$ cat src/rtl/piso_y_pkg.sv
// Shared sizing for the Y (result) unloader: the same DATA_WIDTH / PE_NUM /
// PE_ADDR_WIDTH values the X SIPO loader is built with, plus a small helper
// used by the drain counter.
package piso_y_pkg;

    // Width of one real or imaginary component.
    localparam int DATA_WIDTH    = 16;
    // Number of PEs, i.e. complex words per result vector (>= 2).
    localparam int PE_NUM        = 8;
    // Word index width, clog2(PE_NUM).
    localparam int PE_ADDR_WIDTH = 3;

    // The drain counter wraps on an explicit compare rather than on overflow,
    // so PE_NUM does not have to be a power of two.
    function automatic logic is_last_word(input logic [PE_ADDR_WIDTH-1:0] cnt,
                                          input int                       pe_num);
        return cnt == PE_ADDR_WIDTH'(pe_num - 1);
    endfunction

endpackage

$ cat src/rtl/piso_y_if.sv
// Handshake bundle for the Y unloader: parallel capture side from the PE array
// and serial word stream towards downstream.
// Ports: p_valid/p_ready/p_in (vector in), s_valid/s_ready/s_data/s_last (words out).
interface piso_y_if #(
    parameter int DATA_WIDTH = 16,
    parameter int PE_NUM     = 8
);
    // Parallel side: PE i occupies p_in[(i+1)*2*DATA_WIDTH-1 : i*2*DATA_WIDTH].
    logic                           p_valid;
    logic                           p_ready;
    logic [PE_NUM*2*DATA_WIDTH-1:0] p_in;

    // Serial side: one complex word per transfer, PE 0 first.
    logic                           s_valid;
    logic                           s_ready;
    logic [2*DATA_WIDTH-1:0]        s_data;
    logic                           s_last;

    // Environment view: drives vectors in and accepts words out.
    modport master (
        output p_valid,
        output p_in,
        output s_ready,
        input  p_ready,
        input  s_valid,
        input  s_data,
        input  s_last
    );

    // Unloader view.
    modport slave (
        input  p_valid,
        input  p_in,
        input  s_ready,
        output p_ready,
        output s_valid,
        output s_data,
        output s_last
    );

endinterface

$ cat src/rtl/piso_y_bank.sv
// One PE_NUM-word capture register with a load enable and a word-index read mux.
// Latency: load visible on rd_word the cycle after the load edge; read mux is combinational.
// Backpressure: none here; the parent decides when a load is allowed.
// Ports: clk, load, p_in (whole vector), rd_idx (word select), rd_word (selected word).
module piso_y_bank #(
    parameter int DATA_WIDTH    = 16,
    parameter int PE_NUM        = 8,
    parameter int PE_ADDR_WIDTH = 3
) (
    input  logic                           clk,
    input  logic                           load,
    input  logic [PE_NUM*2*DATA_WIDTH-1:0] p_in,
    input  logic [PE_ADDR_WIDTH-1:0]       rd_idx,
    output logic [2*DATA_WIDTH-1:0]        rd_word
);

    localparam int WORD_WIDTH = 2 * DATA_WIDTH;

    // Data storage only; validity lives in the parent's full flags, so the
    // contents deliberately carry no reset.
    logic [WORD_WIDTH-1:0] words [PE_NUM];

    always_ff @(posedge clk) begin
        if (load) begin
            for (int i = 0; i < PE_NUM; i++) begin
                words[i] <= p_in[i*WORD_WIDTH +: WORD_WIDTH];
            end
        end
    end

    // rd_idx never exceeds PE_NUM-1 because the parent wraps it explicitly.
    assign rd_word = words[rd_idx];

endmodule

$ cat src/rtl/piso_y.sv
// Ping-pong parallel-in serial-out unloader for PE array result vectors (Y path).
// Latency: a captured vector offers word 0 the cycle after capture when its buffer is next to drain.
// Backpressure: p_ready drops when both buffers are full; s_ready low holds s_data/s_last stable.
// Ports: clk, rst_n (sync, active low), bus (piso_y_if.slave: p_*/s_* handshakes), busy.
module piso_y
    import piso_y_pkg::*;
#(
    parameter int DATA_WIDTH    = piso_y_pkg::DATA_WIDTH,
    parameter int PE_NUM        = piso_y_pkg::PE_NUM,
    parameter int PE_ADDR_WIDTH = piso_y_pkg::PE_ADDR_WIDTH
) (
    input  logic      clk,
    input  logic      rst_n,
    piso_y_if.slave   bus,
    output logic      busy
);

    localparam int WORD_WIDTH = 2 * DATA_WIDTH;

    // Registered control state.
    logic [1:0]               full;      // per-buffer "holds an undrained vector"
    logic                     wr_sel;    // buffer the next capture goes into
    logic                     rd_sel;    // buffer currently draining
    logic [PE_ADDR_WIDTH-1:0] word_cnt;  // word of rd_sel being offered

    logic                     p_ready_i;
    logic                     s_valid_i;
    logic                     p_fire;
    logic                     s_fire;
    logic                     at_last;
    logic [1:0]               bank_load;
    logic [WORD_WIDTH-1:0]    bank_word [2];

    // Handshake outputs depend on registered state (and rst_n) only, so there
    // is no combinational path from s_ready to p_ready. rst_n gates them so
    // the outputs are quiet for the whole reset window, not just after the
    // first reset edge.
    assign p_ready_i = rst_n & ~full[wr_sel];
    assign s_valid_i = rst_n &  full[rd_sel];

    assign p_fire  = bus.p_valid & p_ready_i;
    assign s_fire  = s_valid_i & bus.s_ready;
    assign at_last = is_last_word(word_cnt, PE_NUM);

    // Capture only ever targets an empty buffer and drain only a full one, so
    // a same-edge capture and release always touch different full bits.
    always_ff @(posedge clk) begin
        if (!rst_n) begin
            full     <= 2'b00;
            wr_sel   <= 1'b0;
            rd_sel   <= 1'b0;
            word_cnt <= '0;
        end else begin
            if (p_fire) begin
                full[wr_sel] <= 1'b1;
                wr_sel       <= ~wr_sel;
            end
            if (s_fire) begin
                if (at_last) begin
                    word_cnt     <= '0;
                    full[rd_sel] <= 1'b0;
                    rd_sel       <= ~rd_sel;
                end else begin
                    word_cnt <= word_cnt + 1'b1;
                end
            end
        end
    end

    // Two identical banks; each loads only when it is the capture target.
    for (genvar b = 0; b < 2; b++) begin : g_bank
        assign bank_load[b] = p_fire & (wr_sel == 1'(b));

        piso_y_bank #(
            .DATA_WIDTH    (DATA_WIDTH),
            .PE_NUM        (PE_NUM),
            .PE_ADDR_WIDTH (PE_ADDR_WIDTH)
        ) u_bank (
            .clk     (clk),
            .load    (bank_load[b]),
            .p_in    (bus.p_in),
            .rd_idx  (word_cnt),
            .rd_word (bank_word[b])
        );
    end

    assign bus.p_ready = p_ready_i;
    assign bus.s_valid = s_valid_i;
    // Zero the data bus when idle so stale buffer contents never leak out.
    assign bus.s_data  = s_valid_i ? bank_word[rd_sel] : '0;
    assign bus.s_last  = s_valid_i & at_last;
    assign busy        = rst_n & (full[0] | full[1]);

endmodule

$ cat src/flat_wrapper.sv
// flat-port wrapper written by rule: the top's interface ports become plain ports
module piso_y_flat import piso_y_pkg::*;
#(
    parameter int DATA_WIDTH    = piso_y_pkg::DATA_WIDTH,
    parameter int PE_NUM        = piso_y_pkg::PE_NUM,
    parameter int PE_ADDR_WIDTH = piso_y_pkg::PE_ADDR_WIDTH
)
  (clk, rst_n, busy, bus_p_valid, bus_p_in, bus_s_ready, bus_p_ready, bus_s_valid, bus_s_data, bus_s_last);
  piso_y_if #(.DATA_WIDTH(DATA_WIDTH), .PE_NUM(PE_NUM)) bus_i ();
  input  logic clk;
  input  logic rst_n;
  output logic busy;
  input wire logic [$bits(bus_i.p_valid)-1:0] bus_p_valid;
  input wire logic [$bits(bus_i.p_in)-1:0] bus_p_in;
  input wire logic [$bits(bus_i.s_ready)-1:0] bus_s_ready;
  output wire logic [$bits(bus_i.p_ready)-1:0] bus_p_ready;
  output wire logic [$bits(bus_i.s_valid)-1:0] bus_s_valid;
  output wire logic [$bits(bus_i.s_data)-1:0] bus_s_data;
  output wire logic [$bits(bus_i.s_last)-1:0] bus_s_last;
  assign bus_i.p_valid = bus_p_valid;
  assign bus_i.p_in = bus_p_in;
  assign bus_i.s_ready = bus_s_ready;
  assign bus_p_ready = bus_i.p_ready;
  assign bus_s_valid = bus_i.s_valid;
  assign bus_s_data = bus_i.s_data;
  assign bus_s_last = bus_i.s_last;
  piso_y #(.DATA_WIDTH(DATA_WIDTH), .PE_NUM(PE_NUM), .PE_ADDR_WIDTH(PE_ADDR_WIDTH)) u_core (.clk(clk), .rst_n(rst_n), .bus(bus_i), .busy(busy));
endmodule
$ cat config.mk
export PLATFORM = sky130hd
export DESIGN_NAME = piso_y_flat
export DESIGN_NICKNAME = d
export VERILOG_FILES = /design/src/rtl/piso_y_pkg.sv /design/src/rtl/piso_y_if.sv /design/src/rtl/piso_y_bank.sv /design/src/rtl/piso_y.sv /design/src/flat_wrapper.sv
export SDC_FILE = /design/constraint.sdc
export NUM_CORES = 1
export LEC_CHECK = 0
export CAP_MARGIN = 20
export CORE_MARGIN = 5
export CORE_UTILIZATION = 58
export CTS_CLUSTER_DIAMETER = 40
export DETAILED_ROUTE_END_ITERATION = 8
export GPL_ROUTABILITY_DRIVEN = 0
export GPL_TIMING_DRIVEN = 0
export PLACE_DENSITY = 0.93
export SYNTH_ARGS = -nofsm -noshare
export SYNTH_HDL_FRONTEND = slang
export SYNTH_SLANG_ARGS = --single-unit
export TNS_END_PERCENT = 5
$ cat constraint.sdc
create_clock -name clk -period 71.5 [get_ports clk]
set_clock_uncertainty 0.1 [all_clocks]
set_input_delay 7.15 -clock clk [delete_from_list [all_inputs] [get_ports clk]]
set_output_delay 7.15 -clock clk [all_outputs]
set_load 0.01 [all_outputs]
After elaboration in Yosys (flattened, before gate mapping)
Memories as Yosys holds them, arrays and structs flattened. A register that Yosys moved wholly into a read port is not among the register bits. Index checks and enable logic that the tools add are counted.

Memories kept: 2. Bits in registers: 7. Bits in writable memories: 512. Logic and storage cells: 57.

Magnitude comparators: 5. Equality and inequality tests: 1. Muxes and demuxes: 25. Bitwise logic cells: 16. $add $sub $neg: 1. Reduce and logical (&&, ||, !) cells: 3.

Memories: u_core.g_bank[0].u_bank.words (words 8, width 32, rd ports 1, clocked after Yosys merged registers in 1, wr ports 8, RTL line piso_y_bank.sv:21) `logic [WORD_WIDTH-1:0] words [PE_NUM];`; u_core.g_bank[1].u_bank.words (words 8, width 32, rd ports 1, clocked after Yosys merged registers in 1, wr ports 8, RTL line piso_y_bank.sv:21).

Operator list (count): 2-to-1 mux 32 bit (4); 2-to-1 mux 3 bit (5); 2-to-1 mux 1 bit (10); bitwise AND 1 bit (8); 2-to-1 mux 2 bit (4); less-than comparator 1 x 2 -> 1 bit (second input constant) (2); adder 3 x 1 -> 3 bit (second input constant) (1); == test 3 bit (second input constant) (1); NOT 1 bit (3); bitwise AND 2 bit (1); demux 1 bit (select 1 bit) (2); greater-or-equal comparator 1 bit (second input constant) (2); greater-or-equal comparator 2 bit (second input constant) (1); logical AND 1 bit (2); NOT 1 -> 2 bit (1); NOT 2 bit (1); bitwise OR 2 bit (1); AND reduction 2 bit (1); bitwise OR 1 bit (1).

Logic depth before layout (Yosys ltp)
Gate-level depths: netlist of the first run.

Depth in word-level cells: 10. Gate-level depth with buffers: 6. Depth with buffers taken out: 5.

By module
From an unflattened synthesis of the first run, not the netlist that was laid out.

Cell total of the unflattened synthesis: 859. Area total of the unflattened synthesis: 20403.3 sq um.

Modules (own cells, without submodules): piso_y_bank (area each 9760.6 sq um, cells an instance 370, times used 2); piso_y (area each 882.1 sq um, cells an instance 119, times used 1).

Worst setup path before layout of the first run
Ideal clock, no wire load.

Path type: input to register. Start point: in rst_n. End point: reg u_core.wr_sel. Cell stages on the path: 4. Path slack: 36.125 ns. Path buffers: 1. Required time: 71.230 ns. Arrival time: 35.104 ns. Library setup time: 0.170 ns. Cells stage by stage: buf_2 > inv_1 > nor4b_1 > o21a_1.

Word-level cells in the longest chain between the ends: 2.

RTL lines: start, declared (RTL line flat_wrapper.sv:11) `input logic rst_n;`; bitwise AND 1 bit (RTL line piso_y.sv:38) `assign p_ready_i = rst_n & ~full[wr_sel];`; bitwise AND 1 bit (RTL line piso_y.sv:41) `assign p_fire = bus.p_valid & p_ready_i;`; end signal, assigned (RTL line piso_y.sv:56) `wr_sel <= ~wr_sel;`; end, declared (RTL line piso_y.sv:22) `logic wr_sel;`.

Parallel ways exist; a longest one is shown, timed or not. A chain may end at the register's enable or synchronous reset.

Worst setup path after layout of the first run
Start point: in rst_n. End point: out bus_s_data[20].

Word-level cells in the longest chain between the ends: 2.

RTL lines: bitwise AND 1 bit (RTL line piso_y.sv:39) `assign s_valid_i = rst_n & full[rd_sel];`; 2-to-1 mux 32 bit (RTL line piso_y.sv:90) `assign bus.s_data = s_valid_i ? bank_word[rd_sel] : '0;`; end, declared (RTL line flat_wrapper.sv:18) `output wire logic [$bits(bus_i.s_data)-1:0] bus_s_data;`.

No other way between the ends.

==> results of run 1 <==
## registers in the layout, indices dropped and copies added, names as in the netlist, named ones only
signal                      flops
u_core.g_bank.u_bank.words    512
u_core.full                     2
u_core.wr_sel                   1
u_core.word_cnt                 3
u_core.rd_sel                   1
## cells by family (layout without fill, tap and decap cells)
| logic type | after synthesis | after routing | synth area share (%) |
|---|---|---|---|
| other cells | 0 | 8 | 0 |
| simple gates | 17 | 17 | 0.508 |
| flops | 522 | 522 | 79.0 |
| compound gates | 76 | 76 | 2.43 |
| mux | 164 | 164 | 16.5 |
| fa+ha+maj | 2 | 2 | 0.127 |
| buf+inv | 50 | 484 | 1.47 |
## cells in the mapped netlist (2+ instances only)
library cell	count	area share (%)
nor2_1	4	0.076
buf_2	15	0.38
a21oi_1	5	0.13
edfxtp_1	512	78
clkbuf_1	15	0.29
ha_1	2	0.13
and3_1	2	0.063
inv_1	3	0.057
a311oi_1	2	0.089
mux4_2	128	15
buf_6	8	0.46
o31ai_1	3	0.11
a22oi_1	32	1.2
mux2i_1	35	1.8
dfxtp_1	10	1.0
nand4_1	4	0.13
o21ai_1	32	0.81
buf_4	6	0.23
buf_1	2	0.038
## path summary, 6_finish.rpt
kind	start	endpoint	slack, ns	depth (start not counted)
hold / removal	u_core.word_cnt[1]	u_core.word_cnt[1]	0.41	2
setup reg to reg	u_core.wr_sel	u_core.g_bank[0].u_bank.words[5][15]	67.86	12
hold reg to reg	u_core.word_cnt[1]	u_core.word_cnt[1]	0.41	2
setup / recovery	rst_n	bus_s_data[20]	54.33	7
## cell usage in the layout, fill, tap and decap left out, types with 2 or more instances in the layout
master / netlist / routed
bufinv_16: 0 / 5
buf_1: 2 / 2
clkinv_4: 0 / 3
mux2i_1: 35 / 35
buf_4: 6 / 35
inv_1: 3 / 3
a22oi_1: 32 / 32
edfxtp_1: 512 / 512
mux4_2: 128 / 128
buf_6: 8 / 12
clkbuf_1: 15 / 21
clkbuf_8: 0 / 2
o31ai_1: 3 / 3
clkbuf_16: 0 / 60
nand4_1: 4 / 4
nor2_1: 4 / 4
inv_6: 0 / 2
a311oi_1: 2 / 2
dfxtp_1: 10 / 10
o21ai_1: 32 / 32
clkinv_1: 0 / 11
clkdlybuf4s50_1: 0 / 295
buf_2: 15 / 15
clkinvlp_4: 0 / 6
buf_16: 0 / 3
diode_2: 0 / 8
a21oi_1: 5 / 5
ha_1: 2 / 2
clkinv_2: 0 / 5
## layout make-up
type                            count  area [sq um]
Clock inverter                     33           322
Buffer                             46           274
Inverter                            4          15.0
Multi-Input combinational cell    259          3860
Sequential cell                   522         15600
Fill cell                        1755          8020
Timing Repair Buffer              333          3330
Antenna cell                        8          20.0
Clock buffer                       68          1550
Tap cell                          448           561
## power by group through the flow
stage	sequential (uW)	clock, uW	combinational (uW)
2_1_floorplan	361	0	13.8
3_3_place_gp	364	0	35.3
3_5_place_dp	355	0	39.1
4_1_cts	349	293	39.8
5_1_grt	349	307	41.8
6_report	349	290	39.7
## layer usage
layer / GRT usage (%) / up-vias
met5: 0 / -
met4: 10.6 / 14
met3: 6.86 / 141
met2: 47.0 / 671
met1: 34.6 / 5426
li1: - / 4382
## per-stage QoR
stage                     total power [uW]  cells  setup WS, ns
final                                  678   1721         54.33
after global routing                   698   1718         54.15
after CTS                              682   1713         54.26
after detailed placement               394   1612         54.27
after global placement                 400   1574         24.75
after floorplan                        375    831         36.13
## worst reg2reg max path, delay by kind of cell, from the launching register on
kind	cells	cell delay [ns]
buffers and inverters	11	2.34
flip-flops	1	0.35
AND/OR/NAND/NOR	1	0.55
==> reports/metrics.cfg, run 1 <==
[setup_path]
crit_type=in2out
cpMaxStageDelayCell=clkbuf_1
start_kind=primary input
cp.required_ns=64.25
crit_family=buffers and inverters
cp_max_fo=10
end_kind=primary output
crit_path_max_incr_delay_ns=0.77
worst-path-buf-inv=4
cp_cell_sequence=clkdlybuf4s50_1 -> and4b_1 -> clkbuf_1 -> clkbuf_1 -> a22oi_1 -> o21ai_1 -> clkdlybuf4s50_1
cp_data_arrival_time_ns=9.92

[clock_tree]
cts_root_buf=clkbuf_16
cts.reportedPaths.clkPinSlew_ns=0.06
cts_sinks=522
cts_tree=yes
cts-hold-fix-buffers=0
post_cts_buffers=0
h-tree-depth=2
numCtsBuffers=55
cts_resized=0
cts_max_path_buffers=3
clkLatencyLatePin_ns=0.57

[detailed_routing]
dr.pass1.iters=5
wl_met1_microns=18300
dr_wl_met3_microns=4580
dr.max_layer_used=met5
post-route-drc-count=0
vias=10600
wl_per_cell_microns=30.2
viasPerCell=6.18
drt_wl_total_microns=52000
dr.first_iter.drc_count=1249
drtAntennaViolNets=0
wl_met2_microns=27100

[power_and_ir_drop]
internal_power_uw=541
p_comb_share_pct=5.8
peakVddDrop_v=0.0000295
powerDensity_nw_per_um2=26.6
pwr-share-clk_pct=42.7
p_seq_share_pct=51.4
p_switching_uw=137
switching_share_pct=20.2
p_leak_uw=0.00807

[synth]
seq_area_frac_synth_pct=79.0
ys.flop_type=edfxtp_1
syn_nets=1093
synth_edf_count=512
synth_cells=831
async_reset_ff_share_pct=0
mappedNetlistArea_sq_um=19700
postSynthAreaPerCell_sq_um=23.7
ys_warn_count=0
yosys_register_bits=522
synth_cell_types=30

[floorplanning]
die-area_sq_um=37800
core_sq_um=33500
rows=67
fp.dieH_microns=194
initial_utilization_pct=58.8
die_x_microns=194
io_pins=296

[cells_and_area]
nNetsFinal=1483
drive_above_1_share_pct=22.4
syn_to_final_growth_pct=29.4
final_util_pct=76.1
fin_area_sq_um=25500

[timing]
slew_viol_final=0
max_freq_mhz=58.2
slew_headroom_pct=28.0
tns_ns=0
period_share_pct=24.0
post-route-min-period_ns=17.17
worstMarginPinSlew_ns=1.08
rsz0062_at_grt=false
finalHoldViolations=0
setup_viol=0
timing.hold.ws_ns=0.415

[job]
cap_violations=0

[global_routing]
gr-usage-all-layers_pct=27.5
grt_antenna_before_repair=13
grt_max_degree=73
grt_pass1_vias=11800
grt_pass1_wl_microns=75600
overflow=0

[outcome]
status=finished clean

[place]
hpwl_microns=34000
port_buffers=295
placed_area_sq_um=23600

[hold_path]
hold_class=reg2reg

No activity file was read; power rests on OpenSTA's default activity.
==> inputs of run 2 (changes only) <==
CORE_UTILIZATION = 54   (was 58)
PLACE_DENSITY = 0.88   (was 0.93)
clock period = 18.05 ns   (was 71.5 ns; I/O delays follow)
==> run 2 against run 1 <==
  * Sequential cell count is the same
  * First-iteration DRC count shrank 10%
  * Critical path depth is the same
  * Worst setup slack lost 43 ns
  * Design area grew 0.41%
  * Critical path type unchanged
  * Sequential share of layout area shrank 0.25 points
  * Hold slack lost 0.014 ns
  * Combinational power grew to 3.9 times the previous value
  * Largest power group unchanged
  * Largest cell class unchanged
  * Register-to-register slack lost 52 ns
  * Global-route usage shrank 3.5 points
  * Via count shrank 1.1%
  * Non-clock buffer count shrank 13
==> reports/metrics.cfg, run 2 (synthesis gave the netlist of run 1 again) <==
[cells_and_area]
final_common_cell=edfxtp_1  ; unchanged
largest_register_ffs=512  ; unchanged
reg_top3=u_core.g_bank.u_bank.words x512, u_core.word_cnt x3, u_core.full x2  ; unchanged
nNetsFinal=1476  ; was 1483
top_register=u_core.g_bank.u_bank.words  ; unchanged
syn_to_final_growth_pct=29.9  ; was 29.4%
nFillCells=2068  ; was 1755
final_cell_mix=edfxtp_1, clkdlybuf4s50_1, mux4_2  ; unchanged
drive_above_1_share_pct=22.2  ; was 22.4%
fin_area_sq_um=25600  ; was 25500 sq um

[setup_path]
reg2reg_slack_ns=15.44  ; was 67.86 ns
crit_end=bus_s_data[19]  ; was bus_s_data[20]
crit_type=in2out  ; unchanged
start_kind=primary input  ; unchanged
cp_data_arrival_time_ns=4.62  ; was 9.92 ns
end_kind=primary output  ; unchanged
ff2ff_path_depth=5  ; was 12
timing.rr.start=u_core.wr_sel  ; unchanged
r2r_end=u_core.g_bank[1].u_bank.words[2][18]  ; was u_core.g_bank[0].u_bank.words[5][15]
cp_max_fo=10  ; unchanged
cp.required_ns=16.14  ; was 64.25 ns
cp-startpoint=rst_n  ; unchanged

[power_and_ir_drop]
p_seq_share_pct=50.9  ; was 51.4%
powerDensity_nw_per_um2=106  ; was 26.6 nW/um^2
peakVddDrop_v=0.000104  ; was 0.0000295 V
p_leak_uw=0.00810  ; was 0.00807 uW
internal_power_uw=2140  ; was 541 uW
p_switching_uw=578  ; was 137 uW
pwr-share-clk_pct=43.4  ; was 42.7%
p_comb_share_pct=5.7  ; was 5.8%
switching_share_pct=21.3  ; was 20.2%

[clock_tree]
numCtsBuffers=61  ; was 55
cts_root_buf=clkbuf_16  ; unchanged
clkLatencyLatePin_ns=0.60  ; was 0.57 ns
cts_max_path_buffers=3  ; unchanged
cts.reportedPaths.clkPinSlew_ns=0.05  ; was 0.06 ns
cts_sinks=522  ; unchanged
cts_tree=yes  ; unchanged
h-tree-depth=2  ; unchanged
post_cts_buffers=0  ; unchanged
cts_resized=0  ; unchanged
cts-hold-fix-buffers=0  ; unchanged

[global_routing]
grt_pass1_vias=11500  ; was 11800
gr-usage-all-layers_pct=24.1  ; was 27.5%
overflow=0  ; unchanged
grt_antenna_before_repair=10  ; was 13
grt_max_degree=72  ; was 73
grt_pass1_wl_microns=72100  ; was 75600 microns

[timing]
period_share_pct=36.2
worstMarginPinSlew_ns=1.03  ; was 1.08 ns
rsz0062_at_grt=false  ; unchanged
max_freq_mhz=153
slew_viol_final=0  ; unchanged
post-route-min-period_ns=6.53
setup_viol=0  ; unchanged
setup_ws_ns=11.52  ; was 54.33 ns
finalHoldViolations=0  ; unchanged
slew_headroom_pct=31.4  ; was 28.0%

[job]
cap_violations=0  ; unchanged

[detailed_routing]
vias=10500  ; was 10600
viasPerCell=6.06  ; was 6.18
post-route-drc-count=0  ; unchanged
drtAntennaViolNets=0  ; unchanged
dr.pass1.iters=5  ; unchanged
drt_wl_total_microns=49000  ; was 52000 microns
dr.first_iter.drc_count=1120  ; was 1249
wl_per_cell_microns=28.2  ; was 30.2 microns

[floorplanning]
io_pins=296  ; unchanged
die_x_microns=201  ; was 194 microns
initial_utilization_pct=54.2  ; was 58.8%
rows=70  ; was 67
core_sq_um=36300  ; was 33500 sq um
fp.dieH_microns=201  ; was 194 microns
die-area_sq_um=40400  ; was 37800 sq um

[place]
port_buffers=295  ; unchanged
hpwl_microns=32200  ; was 34000 microns
dp_worst_setup_slack_ns=11.59  ; was 54.27 ns
placed_area_sq_um=23600  ; about the same

[hold_path]
hold_class=reg2reg  ; unchanged

[outcome]
status=finished clean  ; unchanged

[run 2: critical path, stage by stage]
cell and delay, ns:
clkdlybuf4s50_1 0.50, and4_1 0.21, clkbuf_1 0.28, clkbuf_1 0.80, a22oi_1 0.20, o21ai_1 0.21, clkdlybuf4s50_1 0.59
[run 2: routing by layer]
layer | up-vias | track usage, % | share of wire (%)
met1 | 5430 | 31.3 | 37
met4 | 10 | 6.66 | 2.2
li1 | 4384 | - | -
met5 | - | 0 | 0.12
met2 | 610 | 40.9 | 51
met3 | 85 | 6.43 | 9.3
[run 2: layout make-up]
type                            instances  area, sq um  area share, %
Timing Repair Buffer                  320         3330           13.0
Buffer                                 46          274           1.07
Multi-Input combinational cell        259         3870           15.1
Clock inverter                         44          360           1.41
Sequential cell                       522        15600           60.8
Tap cell                              468          586           2.29
Antenna cell                            6         15.0         0.0586
Inverter                                4         15.0         0.0586
Clock buffer                           68         1600           6.23
[run 2: worst min-delay path by stage]
stage                                    end  slack (ns)               start  cells past startpoint
after global placement    u_core.word_cnt[1]        0.39  u_core.word_cnt[1]                      2
final                     u_core.word_cnt[1]        0.40  u_core.word_cnt[1]                      2
after detailed placement  u_core.word_cnt[1]        0.39  u_core.word_cnt[1]                      2
after CTS                 u_core.word_cnt[1]        0.40  u_core.word_cnt[1]                      2
after floorplan                         flop        0.37  u_core.word_cnt[1]                      2
after global routing      u_core.word_cnt[1]        0.42  u_core.word_cnt[1]                      2
[run 2: power groups by stage]
stage          clock (uW)  combinational, uW  sequential [uW]
2_1_floorplan           0               54.7             1420
4_1_cts              1190                156             1380
3_3_place_gp            0                141             1430
5_1_grt              1250                164             1380
3_5_place_dp            0                155             1410
6_report             1180                155             1380
[run 2: metrics by stage]
stage          std cells  utilization, %  power, uW   TNS, ns  hold slack [ns]
6_report            1737            70.5       2710         0            0.401
5_1_grt             1737            70.5       2800         0            0.419
4_1_cts             1731            70.4       2730         0            0.400
3_5_place_dp        1619            65.0       1560         0            0.388
3_3_place_gp        1594            64.0       1570  -1315.38            0.387
2_1_floorplan        831               -       1470         0            0.366
==> RTL edit: new RTL, flow settings as in run 1 <==
`DATA_WIDTH` is set to 16 in 3 places; all go to 32.
--- a/src/rtl/piso_y_pkg.sv
+++ b/src/rtl/piso_y_pkg.sv
@@ -4,7 +4,7 @@
 package piso_y_pkg;
 
     // Width of one real or imaginary component.
-    localparam int DATA_WIDTH    = 16;
+    localparam int DATA_WIDTH    = 32;
     // Number of PEs, i.e. complex words per result vector (>= 2).
     localparam int PE_NUM        = 8;
     // Word index width, clog2(PE_NUM).
--- a/src/rtl/piso_y_if.sv
+++ b/src/rtl/piso_y_if.sv
@@ -2,7 +2,7 @@
 // and serial word stream towards downstream.
 // Ports: p_valid/p_ready/p_in (vector in), s_valid/s_ready/s_data/s_last (words out).
 interface piso_y_if #(
-    parameter int DATA_WIDTH = 16,
+    parameter int DATA_WIDTH = 32,
     parameter int PE_NUM     = 8
 );
     // Parallel side: PE i occupies p_in[(i+1)*2*DATA_WIDTH-1 : i*2*DATA_WIDTH].
--- a/src/rtl/piso_y_bank.sv
+++ b/src/rtl/piso_y_bank.sv
@@ -3,7 +3,7 @@
 // Backpressure: none here; the parent decides when a load is allowed.
 // Ports: clk, load, p_in (whole vector), rd_idx (word select), rd_word (selected word).
 module piso_y_bank #(
-    parameter int DATA_WIDTH    = 16,
+    parameter int DATA_WIDTH    = 32,
     parameter int PE_NUM        = 8,
     parameter int PE_ADDR_WIDTH = 3
 ) (
Ports: changed (resized bus_p_in and bus_s_data); port bits go from 296 to 584. The function was not compared with the original's and may differ.
==> RTL edit against run 1 <==
First-iteration DRC count grew to 2.8 times the old value. Setup slack worse by 0.75 ns. Sequential cell count is 512 higher. Final area is 100% higher. Synthesized area is 97% higher. Sequential share of layout area is 0.36 points lower. Wire length is 140% higher. Power is 110% higher. Non-clock buffer count is 431 higher.
==> RTL edit: results <==
set metrics [dict create \
    drc 0 \
    vias 22840 \
    synth_cells 1564 \
    grt_pass1_wl_um 170000 \
    fillCellCount 3108 \
    clk_pin_slew_worst_paths_ns 0.06 \
    grt_max_degree 17 \
    ir_drop_v 0.0000264 \
    r2r-start "u_core.full[0]" \
    cts_buffers 119 \
    r2r-end "u_core.g_bank[0].u_bank.words[3][29]" \
    largestRegisters "u_core.g_bank.u_bank.words x1024, u_core.word_cnt x3, u_core.full x2" \
    port_buffers 583 \
    yosysSeqAreaShare_pct 79.9 \
    finalNetCount 2921 \
    dp_cells 3144 \
    min_from "u_core.word_cnt[1]" \
    drtIter0Drc 3489 \
    synth.distinct_cells 34 \
    synth.net_count 2082 \
    antenna_found_initial 62 \
    synth_area_leaders "edfxtp_1, mux4_2, a221o_1, a22o_1, dfxtp_1" \
    firstDrtPassIters 7 \
    htree_num_levels 3 \
    dp_hpwl_um 80700 \
    crit_arrival_ns 10.66 \
    clk-insertion-delay-late_ns 0.66 \
    p_leak_nw 16.6 \
    synth_edf_count 1024 \
    post_drt_wl_per_cell_um 35.8 \
    critPathMaxStageDelay_ns 0.80 \
    grt_pass1_vias 24195 \
    reg2regPathDepth 14 \
    synthTopCellsByCount "edfxtp_1, mux4_2, a221o_1, a22o_1, clkbuf_1" \
    outcome "complete, no violations" \
    vias_per_cell 6.67 \
    r2r_setup_slack_ns 67.02 \
    drive_gt1_share_pct 25.4 \
]
==> RTL edit: cell families after synthesis <==
logic type               Yosys count  share of synthesized area [%]
AND/OR/NAND/NOR                   30                          0.459
multiplexers                     261                           15.0
buffers and inverters             97                           1.33
AO/OA/AOI/OAI                    140                           3.26
flip-flops                      1034                           79.9
adder cells (fa/ha/maj)            2                         0.0646
==> RTL edit: area by class of cell <==
cell class | count | area, sq um | area share, %
Sequential cell | 1034 | 30900 | 60.7
Multi-Input combinational cell | 433 | 7280 | 14.3
Timing Repair Buffer | 718 | 6920 | 13.6
Clock buffer | 134 | 3120 | 6.12
Tap cell | 864 | 1080 | 2.12
Clock inverter | 87 | 976 | 1.91
Buffer | 92 | 498 | 0.977
Antenna cell | 56 | 140 | 0.275
Inverter | 5 | 18.8 | 0.0368
==> RTL edit: tightest hold or removal path: cells and delay by family, from the launching register on <==
family	cells	cell delay, ns
flops	1	0.32
compound gates	2	0.15
==> RTL edit: where the power goes <==
part | total [mW] | switching [mW] | internal, mW | leakage [nW]
Sequential | 0.697 | 0.00702 | 0.690 | 9.46
Clock | 0.625 | 0.261 | 0.364 | 1.99
Combinational | 0.0783 | 0.0350 | 0.0433 | 5.11
Total | 1.40 | 0.303 | 1.10 | 16.6
==> RTL edit: layer usage <==
| layer | part of all wire (%) | global-route usage, % |
|---|---|---|
| met1 | 31 | 39.3 |
| met2 | 51 | 56.0 |
| met3 | 11 | 9.04 |
| met4 | 7.1 | 19.2 |
| met5 | 0.14 | 0 |
==> RTL edit: metrics by stage <==
step           power [mW]  util [%]  area (sq um)  hold WS, ns  setup WS, ns
2_1_floorplan       0.769         -         38700        0.366          7.10
3_3_place_gp        0.827      69.2         45700        0.383        -14.44
3_5_place_dp        0.783      70.8         46700        0.405         53.56
4_1_cts              1.40      77.0         50800        0.414         53.52
5_1_grt              1.44      77.2         51000        0.427         53.51
6_report             1.40      77.3         51000        0.429         53.59
==> RTL edit: how the worst max path moves through the flow <==
stage	slack, ns	cells after the start	startpoint	to
floorplan	7.10	4	rst_n	u_core.full[0]
global placement	-14.44	3	bus_p_valid	u_core.full[0]
detailed placement	53.56	8	rst_n	bus_s_data[31]
CTS	53.52	8	rst_n	bus_s_data[31]
global route	53.51	8	rst_n	bus_s_data[31]
finish	53.59	8	rst_n	bus_s_data[31]
